[src/rtl/lsu_ctrl.sv]
// lsu_ctrl: single-outstanding load/store sequencer between the core and pu_ram.
// Checks each accepted access (funct3 legality, alignment, range), performs a
// one-cycle RAM strobe for legal accesses, extends load data and holds the
// response until the core takes it. All outputs are registered.
module lsu_ctrl #(
    parameter int RAM_BYTES = 256,
    parameter int ADDR_W    = 32
) (
    input  logic              clk,
    input  logic              rst,
    input  logic              req_valid,
    output logic              req_ready,
    input  logic              req_we,
    input  logic [2:0]        req_funct3,
    input  logic [ADDR_W-1:0] req_addr,
    input  logic [31:0]       req_wdata,
    input  logic [4:0]        req_rd,
    output logic              re_out,
    output logic              we_out,
    output logic [1:0]        width_out,
    output logic [ADDR_W-1:0] addr_out,
    output logic [31:0]       wdata_out,
    input  logic [31:0]       rdata_in,
    output logic              resp_valid,
    input  logic              resp_ready,
    output logic [31:0]       resp_data,
    output logic [4:0]        resp_rd,
    output logic [1:0]        resp_err
);

    typedef enum logic [1:0] {IDLE, ACCESS, RESP} state_t;

    // One extra bit so addr+size never wraps before the range compare.
    localparam logic [ADDR_W:0] RAM_LIM = (ADDR_W+1)'(RAM_BYTES);

    state_t            state, state_nxt;
    logic              accept;
    logic              illegal, misal, oor;
    logic [1:0]        err;
    logic [ADDR_W:0]   req_size, end_addr;
    logic [31:0]       wdata_m;
    logic [31:0]       load_ext;
    logic [2:0]        funct3_q;
    logic              we_q;
    logic [4:0]        rd_q;

    assign accept = (state == IDLE) && req_valid && req_ready;

    // Request decode: error classification and width-masked store data.
    always_comb begin
        illegal  = (req_funct3 == 3'b011) || (req_funct3 == 3'b110) ||
                   (req_funct3 == 3'b111) || (req_funct3[2] && req_we);
        misal    = ((req_funct3[1:0] == 2'b01) && req_addr[0]) ||
                   ((req_funct3[1:0] == 2'b10) && (req_addr[1:0] != 2'b00));
        req_size = '0;
        case (req_funct3[1:0])
            2'b00:   req_size[2:0] = 3'd1;
            2'b01:   req_size[2:0] = 3'd2;
            default: req_size[2:0] = 3'd4;
        endcase
        end_addr = {1'b0, req_addr} + req_size;
        oor      = end_addr > RAM_LIM;
        if (illegal)    err = 2'b11;
        else if (misal) err = 2'b01;
        else if (oor)   err = 2'b10;
        else            err = 2'b00;
        case (req_funct3[1:0])
            2'b00:   wdata_m = {24'b0, req_wdata[7:0]};
            2'b01:   wdata_m = {16'b0, req_wdata[15:0]};
            default: wdata_m = req_wdata;
        endcase
    end

    // Load extension of the RAM read data, keyed by the latched size code.
    always_comb begin
        case (funct3_q)
            3'b000:  load_ext = {{24{rdata_in[7]}}, rdata_in[7:0]};
            3'b001:  load_ext = {{16{rdata_in[15]}}, rdata_in[15:0]};
            3'b010:  load_ext = rdata_in;
            3'b100:  load_ext = {24'b0, rdata_in[7:0]};
            3'b101:  load_ext = {16'b0, rdata_in[15:0]};
            default: load_ext = '0;
        endcase
    end

    // State register.
    always_ff @(posedge clk) begin
        if (!rst) state <= IDLE;
        else      state <= state_nxt;
    end

    // Next-state logic: errors skip ACCESS so the RAM is never touched.
    always_comb begin
        state_nxt = state;
        case (state)
            IDLE:    if (accept) state_nxt = (err != 2'b00) ? RESP : ACCESS;
            ACCESS:  state_nxt = RESP;
            RESP:    if (resp_ready) state_nxt = IDLE;
            default: state_nxt = IDLE;
        endcase
    end

    // Registered outputs and latched request fields.
    always_ff @(posedge clk) begin
        if (!rst) begin
            req_ready  <= 1'b0;
            re_out     <= 1'b0;
            we_out     <= 1'b0;
            width_out  <= '0;
            addr_out   <= '0;
            wdata_out  <= '0;
            resp_valid <= 1'b0;
            resp_data  <= '0;
            resp_rd    <= '0;
            resp_err   <= '0;
            funct3_q   <= '0;
            we_q       <= 1'b0;
            rd_q       <= '0;
        end else begin
            req_ready <= (state_nxt == IDLE);
            // RAM strobe is a single-cycle pulse; cleared unless just accepted.
            re_out    <= 1'b0;
            we_out    <= 1'b0;
            width_out <= '0;
            addr_out  <= '0;
            wdata_out <= '0;
            if (accept) begin
                funct3_q <= req_funct3;
                we_q     <= req_we;
                rd_q     <= req_rd;
                if (err == 2'b00) begin
                    re_out    <= ~req_we;
                    we_out    <= req_we;
                    width_out <= req_funct3[1:0];
                    addr_out  <= req_addr;
                    wdata_out <= wdata_m;
                end else begin
                    resp_valid <= 1'b1;
                    resp_data  <= '0;
                    resp_rd    <= req_rd;
                    resp_err   <= err;
                end
            end
            if (state == ACCESS) begin
                resp_valid <= 1'b1;
                resp_data  <= we_q ? 32'b0 : load_ext;
                resp_rd    <= rd_q;
                resp_err   <= 2'b00;
            end
            if (state == RESP && resp_ready) begin
                resp_valid <= 1'b0;
                resp_data  <= '0;
                resp_rd    <= '0;
                resp_err   <= '0;
            end
        end
    end

endmodule

[config.mk]
export PLATFORM = sky130hd
export DESIGN_NAME = lsu_ctrl
export DESIGN_NICKNAME = d
export VERILOG_FILES = /design/src/rtl/lsu_ctrl.sv
export SDC_FILE = /design/constraint.sdc
export NUM_CORES = 1
export LEC_CHECK = 0
export CAP_MARGIN = 5
export CORE_ASPECT_RATIO = 0.6
export CORE_MARGIN = 2
export CORE_UTILIZATION = 30
export DETAILED_ROUTE_END_ITERATION = 8
export GPL_TIMING_DRIVEN = 0
export PLACE_DENSITY = 0.71
export SLEW_MARGIN = 20
export SYNTH_ARGS = -nofsm -noshare
export SYNTH_HDL_FRONTEND = slang
export SYNTH_SLANG_ARGS = --single-unit
export TNS_END_PERCENT = 100
[constraint.sdc]
create_clock -name clk -period 7.7 [get_ports clk]
set_input_delay 1.155 -clock clk [delete_from_list [all_inputs] [get_ports clk]]
set_output_delay 1.155 -clock clk [all_outputs]
set_load 0.02 [all_outputs]
; ---- Word-level counts from Yosys, hierarchy flattened
; Index checks and enable logic that the tools add are counted.
[totals]
output_inout_bits = 109
regBits = 120
input_bits = 109
word_cells = 74
[op_classes]
order_cmp = 1
add_sub_neg = 1
mux = 20
reduce_logical = 23
n_eq_ne = 12
bitwise = 3
[ops]
columns = cell, count
row1 = 32-bit case mux with 5 select lines, 1
row2 = 32-bit 2-to-1 mux, 4
row3 = 32-bit case mux with 2 select lines, 1
row4 = 32-bit by 3-bit adder with 33-bit output, 1
row5 = "33-bit by 9-bit greater-than comparator with 1-bit output, second input constant", 1
row6 = 5-bit 2-to-1 mux, 3
row7 = "3-bit equality test, second input constant", 4
row8 = 2-bit 2-to-1 mux, 6
row9 = 2-bit zero test, 4
row10 = "3-bit by 2-bit equality test with 1-bit output, second input constant", 2
row11 = 1-bit logical AND, 6
row12 = 2-bit case mux with 3 select lines, 1
row13 = 3-bit case mux with 2 select lines, 1
row14 = 2-bit nonzero test, 3
row15 = "2-bit by 1-bit equality test with 1-bit output, second input constant", 2
row16 = "2-bit equality test, second input constant", 2
row17 = 1-bit logical OR, 4
row18 = 2-bit AND reduction, 2
row19 = "3-bit by 1-bit equality test with 1-bit output, second input constant", 1
row20 = 3-bit zero test, 1
row21 = 1-bit 2-to-1 mux, 3
row22 = 1-bit inverter, 3
row23 = 3-bit AND reduction, 1
row24 = 3-bit OR reduction, 1
row25 = 2 further kinds, 2

; ---- Logic depth before layout (Yosys ltp)
; Gate-level depths: netlist of run 1.
[logic_depth]
ltp_word = 12
mapped_depth = 12
depth_no_buf = 11

; ---- Worst setup path after synthesis of run 1
; Ideal clock, no wire load.
[synth_path]
kind = input port to flip-flop
start = in req_funct3[0]
end = reg resp_err[1]
arrival_ns = 3.976
setup_slack_ns = 3.604
required_ns = 7.580
setup_time_ns = 0.120
path_buffers = 1
cell_stages = 12
cell_sequence = nor2_1 > ha_1 > fa_1 > a21o_1 > nand4_4 > or2_1 > nor4_1 > o211ai_1 > nor4_4 > buf_2 > nand2_1 > o31a_1
[synth_via]
elab_chain_cells = 10
word_cells_on_any_way = 21
[synth_rtl]
columns = element, line_no
row1 = start: declaration, 14  ; input logic [2:0] req_funct3,
row2 = 2-bit by 1-bit equality test with 1-bit output or 2-bit zero test (tied branches), "53, 56"
row3 = 3-bit case mux with 2 select lines, 56  ; case (req_funct3[1:0])
row4 = 32-bit by 3-bit adder with 33-bit output, 61  ; end_addr = {1'b0, req_addr} + req_size;
row5 = 33-bit by 9-bit greater-than comparator with 1-bit output, 62  ; oor = end_addr > RAM_LIM;
row6 = 2-bit 2-to-1 mux, 65  ; else if (oor) err = 2'b10;
row7 = 2-bit 2-to-1 mux, 64  ; else if (misal) err = 2'b01;
row8 = 2-bit 2-to-1 mux *, 63  ; if (illegal) err = 2'b11;
row9 = 2-bit zero test, 131  ; if (err == 2'b00) begin
row10 = 1-bit inverter (no line), n/a
row11 = 2-bit AND reduction (no line), n/a
row12 = end signal: assignment, 141  ; resp_err <= err;
row13 = end: declaration, 28  ; output logic [1:0] resp_err
; Every way passes the cells marked *; elsewhere a longest branch is shown, timed or not.
; A chain may end at the register's enable or synchronous reset.

; ---- Worst setup path after layout of run 1
[layout_path]
start = in req_funct3[1]
end = reg wdata_out[30]
[layout_via]
elab_chain_cells = 9
word_cells_on_any_way = 21
[layout_rtl]
columns = element, line_no
row1 = 2-bit by 1-bit equality test with 1-bit output or 2-bit zero test (tied branches), "53, 56, 67"
row2 = 3-bit case mux with 2 select lines, 56
row3 = 32-bit by 3-bit adder with 33-bit output, 61
row4 = 33-bit by 9-bit greater-than comparator with 1-bit output, 62
row5 = 2-bit 2-to-1 mux, 65
row6 = 2-bit 2-to-1 mux, 64
row7 = 2-bit 2-to-1 mux, 63
row8 = 2-bit zero test, 131
row9 = 3-bit AND reduction (no line), n/a
row10 = end signal: assignment, 136  ; wdata_out <= wdata_m;
row11 = end: declaration, 22  ; output logic [31:0] wdata_out,
; Parallel ways exist; a longest one is shown, timed or not.

==> metrics, run 1 <==
commonest non-fill, non-tap cell in the layout clkdlybuf4s50_1; EDFF count, synth 0; Critical Path AT 5.39 ns; vias between 5000 and 6000; CP startpoint kind primary input; area share of and/or/nand/nor cells after synthesis 0.237; dpl cells about 1000; R2R Setup Slk 5.22 ns; initial DRC count approximately 350; critical path fanouts, max 10; Pins Over Slew Limit 0; PD cells 204 mW/mm^2; R2R cell count 7; Rows 36; Synth Area in XOR/XNOR 0.0138; CP Capture Type register; initial antenna violation count 0; crit path to wdata_out[30]; vias in the first global route about 4800; register area share after synthesis 0.472; Worst VDD drop 0.000124 V; Fin. Hold Viols 0; HP Class register to register; unrepaired setup endpoints after global routing no; Via density 4.72; Min Hold Slack 0.464 ns; total grt overflow 0; LEAKAGE 3.07 nW; ys flop type dfxtp_1; final wirelength 16.4 mm; DRC viols 0; CTS Sinks 120; async set-or-reset flop fraction in the synthesized netlist 0; Max Freq 197 MHz; Die Area about 0.018 sq mm; cell area after synthesis 0.00509 sq mm; GPL Wtd Cong 0.820; crit path from req_funct3[1]; Core Footprint between 0.015 and 0.02 sq mm; Top-Level Pins 218; Final WS setup 2.61 ns; Slew @ Worst Pin 0.772 ns; layout cell share with drive strength beyond 1 0.0762; # hold bufs at CTS 0; area grow syn2layout 62.4%; drt pass-1 iters 5; reg-to-reg startpoint funct3_q[0]; final setup vio count 0; filler cell count 1548; CTS tree built; max-cap viol count 0; cts bufs inserted 17; IO Port Bufs around 220; CTS root buffer clkbuf_16; register bit total from synthesis 120; starting density of the core 0.310; adder-cell share of the synthesized area 0.0113; Worst-Skew Late Latency 0.40 ns; setup TNS 0 ns; Yosys cell types 63; relative slew slack 0.481; status complete, no violations; Yosys Warn Count 0; Setup WS pre-CTS ~2.2 ns; Routed wire per std cell 15.2 microns; GR Util All Layers 0.182; largest family of logic cells by synthesized area simple AND/OR/NAND/NOR gates; number of nets with antenna violations after routing 0; CTS Buffer Depth 2; Die X around 170 microns; ANT cells 0; mux cell area share after synthesis 0.0123; Worst Clk Skew 0.00872 ns; reg2reg end resp_data[19]; most frequent cells in the layout 217 x clkdlybuf4s50_1, 120 x dfxtp_1, 70 x inv_1, 58 x nand2_1, 34 x o31ai_1; largest net degree at the start of global routing 17; syn_area_per_cell 8.76 sq um; first-pass GRT wire length 25.4 mm; Req. time, crit path 8.01 ns; fin cells 1081; clock-pin slew on the worst setup and hold paths 0.06 ns; Tcrit/Tclk final 0.661; Post-CTS Resized 0; Synth Area in Compound Gates 0.171; Crit Path Class primary input to register; setup bufs post-CTS 0; Period minus WS final 5.09 ns; Layout Nets approximately 950; Mapped Cells 581; htree depth 4; Die Y approximately 100 microns; Post-DP HPWL 12.5 mm
-- critical path, stage by stage --
cell	delay [ns]
clkdlybuf4s50_1	0.57
nor2_1	0.65
ha_1	0.33
fa_1	0.24
a21o_1	0.26
a21oi_1	0.09
or4_1	0.41
a221oi_1	0.36
o22ai_2	0.19
nor4_4	0.36
nand3_4	0.23
buf_4	0.27
nor4_2	0.25
-- power by group --
group          leakage (nW)  switching, W  internal [W]
combinational          1.78     0.0000963     0.0000923
sequential            0.977    0.00000554      0.000633
clock                 0.310      0.000330      0.000525
-- cell families (layout without fill, tap and decap cells) --
logic type      Yosys count  count (layout)
simple gates            207             207
compound gates          129             129
xor+xnor                  8               8
other cells               1              23
fa+ha+maj                 4               4
mux                       6               6
flops                   120             120
buf+inv                 106             356
-- metrics by stage --
step | instance area, sq um | utilization | total power (W)
5_1_grt | 8260 | 0.504 | 0.00175
2_1_floorplan | 5170 | - | 0.000733
4_1_cts | 8260 | 0.504 | 0.00170
3_3_place_gp | 7630 | 0.465 | 0.000838
3_5_place_dp | 7630 | 0.466 | 0.000840
6_report | 8260 | 0.504 | 0.00168
-- cell type report --
cell class	count	area, sq um	share of cell area
clock buffer	17	425	0.0515
tap	228	285	0.0345
inverter	71	267	0.0323
multi-input combinational	377	2350	0.285
clock inverter	15	203	0.0245
sequential	120	2400	0.291
buffer	35	151	0.0183
timing repair buffer	218	2180	0.263
-- flip-flops by register name, summed over array words and instances, names as in the netlist --
register    count
rd_q            5
resp_data      32
re_out          1
width_out       2
resp_valid      1
addr_out       32
we_out          1
funct3_q        3
resp_rd         5
we_q            1
resp_err        2
wdata_out      32
state           2
req_ready       1
-- layer usage --
metal  up-vias  wire length [microns]  global-route usage
met2       214                   6690               0.256
met1      2354                   7800               0.249
met5         -                      0                   0
li1       2531                      -                   -
met3         6                   1880              0.0879
met4         0                     66              0.0420
-- how the worst min path moves through the flow --
stage / from / endpoint / slack, ns / cells past startpoint
after floorplan: we_q / we_q / 0.44 / 2
after global placement: rd_q[4] / rd_q[4] / 0.45 / 2
after detailed placement: resp_data[2] / resp_data[2] / 0.45 / 2
after CTS: resp_data[4] / resp_data[4] / 0.47 / 2
after global routing: resp_data[7] / resp_data[7] / 0.48 / 2
final: we_q / we_q / 0.46 / 2
-- synth_stat cells, types with 5 or more instances --
cell type	instances	area (sq um)
nor4_1	7	43.8
and4_1	9	78.8
clkbuf_1	25	93.8
nand2_1	58	218
buf_2	7	35.0
o31ai_1	34	255
o22ai_1	5	31.3
inv_1	70	263
o21ai_0	30	150
nand4_1	6	37.5
dfxtp_1	120	2400
nor3_1	30	150
a21oi_1	19	95.1
nor2_1	28	105
nand3_1	9	45.0
and3_1	19	119
nor4b_1	6	52.6
nor4_2	10	125
a21boi_0	9	67.6
a211oi_1	6	45.0
a31oi_1	5	31.3
Note: power is estimated with default switching activity, not from simulation.
==> inputs of run 2 (changes only) <==
==> constraint.sdc (replaced) <==
create_clock -name clk -period 5.11 [get_ports clk]
set_input_delay 0.7665 -clock clk [delete_from_list [all_inputs] [get_ports clk]]
set_output_delay 0.7665 -clock clk [all_outputs]
set_load 0.02 [all_outputs]
==> results of run 2 <==
Same layout as run 1 (identical final DEF). Status: complete, no violations.
Among the figures that moved: setup slack after placement 2.22 ns -> 0.0220 ns; setup slack after layout 2.61 ns -> 0.411 ns; register-to-register setup slack 5.22 ns -> 2.63 ns; total power 0.00168 W -> 0.00253 W; worst IR drop on VDD 0.000124 V -> 0.000187 V
==> inputs of run 3 (changes only) <==
--- a/config.mk
+++ b/config.mk
@@ -7,7 +7,7 @@
 export LEC_CHECK = 0
 export CAP_MARGIN = 5
 export CORE_ASPECT_RATIO = 0.6
-export CORE_MARGIN = 2
+export CORE_MARGIN = 5
 export CORE_UTILIZATION = 30
 export DETAILED_ROUTE_END_ITERATION = 8
 export GPL_TIMING_DRIVEN = 0
==> metrics, run 3 (synthesis gave the netlist of run 1 again) <==
initial DRC count between 300 and 400; final wirelength around 17 mm; area grow syn2layout 61.4%; total grt overflow 0; CTS Sinks 120; hold wc startpoint we_q; vias 5062; CP Capture Type register; Req. time, crit path 5.41 ns; Worst-Skew Late Latency 0.40 ns; Worst VDD drop between 0.0002 and 0.00025 V; Routed wire per std cell 15.9 microns; drt pass-1 iters 5; first-pass GRT wire length 26.4 mm; # hold bufs at CTS 0; Layout Nets between 900 and 1000; cts bufs inserted 17; Worst Clk Skew 0.00886 ns; unrepaired setup endpoints after global routing no; Tcrit/Tclk final 0.938; critical path fanouts, max 10; clock-pin slew on the worst setup and hold paths 0.06 ns; initial antenna violation count 0; Top-Level Pins ~220; max-cap viol count 0; Critical Path AT 5.10 ns; ANT cells 0; Post-DP HPWL 13.4 mm; Max stage delay cell, worst path nor2_1; CP top delay family simple AND/OR/NAND/NOR gates; biggest regs addr_out (32), resp_data (32), wdata_out (32); cells along the critical path clkdlybuf4s50_1 > nor2_1 > ha_1 > fa_1 > a21o_1 > nand4_4 > or2_1 > nor4_1 > o211ai_1 > nor4_4 > nand3_4 > buf_2 > nor3_1; most frequent cells in the layout 217 x clkdlybuf4s50_1, 120 x dfxtp_1, 70 x inv_1, 58 x nand2_1, 34 x o31ai_1; Period minus WS final 4.79 ns; PD cells 295 mW/mm^2; final setup vio count 0; Final WS setup 0.315 ns; Die Y around 110 microns; CP startpoint kind primary input; Max Freq 209 MHz; Setup WS pre-CTS -0.0446 ns; reg-to-reg startpoint funct3_q[0]; cell area after layout 0.00821 sq mm; GR Util All Layers 0.169; CP peak stage delay 0.72 ns; filler cell count 1524; number of nets with antenna violations after routing 0; Core Footprint approximately 0.016 sq mm; Fin. Hold Viols 0; setup bufs post-CTS 0; largest net degree at the start of global routing 17; layout cell share with drive strength beyond 1 0.0763; LEAKAGE 3.03 nW; Die Area around 0.020 sq mm; starting density of the core 0.309; Rows 36; DRC viols 0; commonest non-fill, non-tap cell in the layout clkdlybuf4s50_1; buffers and inverters on the worst path 2; CTS tree built; status complete, no violations; Via density 4.69; htree depth 4; CTS Buffer Depth 2; IO Port Bufs between 200 and 250; Pins Over Slew Limit 0; Die X 178 microns; placed cell areas 0.00763 sq mm; relative slew slack 0.361; HP Class register to register; Slew @ Worst Pin 0.957 ns; GPL Wtd Cong 0.887; Crit Path Class primary input to register; CTS root buffer clkbuf_16; vias in the first global route ~4800; crit path from req_funct3[1]; Post-CTS Resized 0
run 3: layout make-up:
| class | instances | area (sq um) | area share |
|---|---|---|---|
| inverter | 71 | 267 | 0.0325 |
| timing repair buffer | 217 | 2170 | 0.265 |
| clock buffer | 17 | 425 | 0.0518 |
| buffer | 35 | 151 | 0.0184 |
| multi-input combinational | 377 | 2350 | 0.286 |
| clock inverter | 15 | 155 | 0.0189 |
| sequential | 120 | 2400 | 0.293 |
| tap | 228 | 285 | 0.0348 |
run 3: where the power goes:
part           internal [W]  switching (W)  total [W]
logic              0.000139       0.000145   0.000284
clock network      0.000653       0.000523    0.00118
registers          0.000954     0.00000861   0.000963
run 3: worst min-delay path, delay by kind of cell, from the launching register on:
| kind | cells | cell delay [ns] |
|---|---|---|
| flops | 1 | 0.31 |
| compound gates | 1 | 0.06 |
| simple gates | 1 | 0.05 |
run 3: final timing paths:
| kind | end | slack [ns] | cells past startpoint |
|---|---|---|---|
| worst max register to register | resp_data[17] | 2.50 | 6 |
| worst min register to register | we_q | 0.46 | 2 |
| worst max-delay path | addr_out[5] | 0.32 | 13 |
| worst min-delay path | we_q | 0.46 | 2 |
run 3: metrics by stage:
stage | total power (W) | util | hold slack [ns] | TNS, ns | std cells
detailed placement | 0.00127 | 0.464 | 0.453 | -0.117 | 1048
finish | 0.00242 | 0.499 | 0.463 | 0 | 1080
global route | 0.00252 | 0.499 | 0.482 | 0 | 1080
floorplan | 0.00110 | - | 0.441 | 0 | 603
CTS | 0.00245 | 0.499 | 0.467 | 0 | 1080
global placement | 0.00126 | 0.464 | 0.452 | -0.0617 | 1048
run 3: layer usage:
layer,global-route usage,vias to the layer above,wire [microns],share of wire
met4,0.0412,0,155,0.0090
li1,-,2534,-,-
met1,0.234,2291,8020,0.47
met3,0.0924,13,2230,0.13
met2,0.228,224,6780,0.39
met5,0,-,0,0
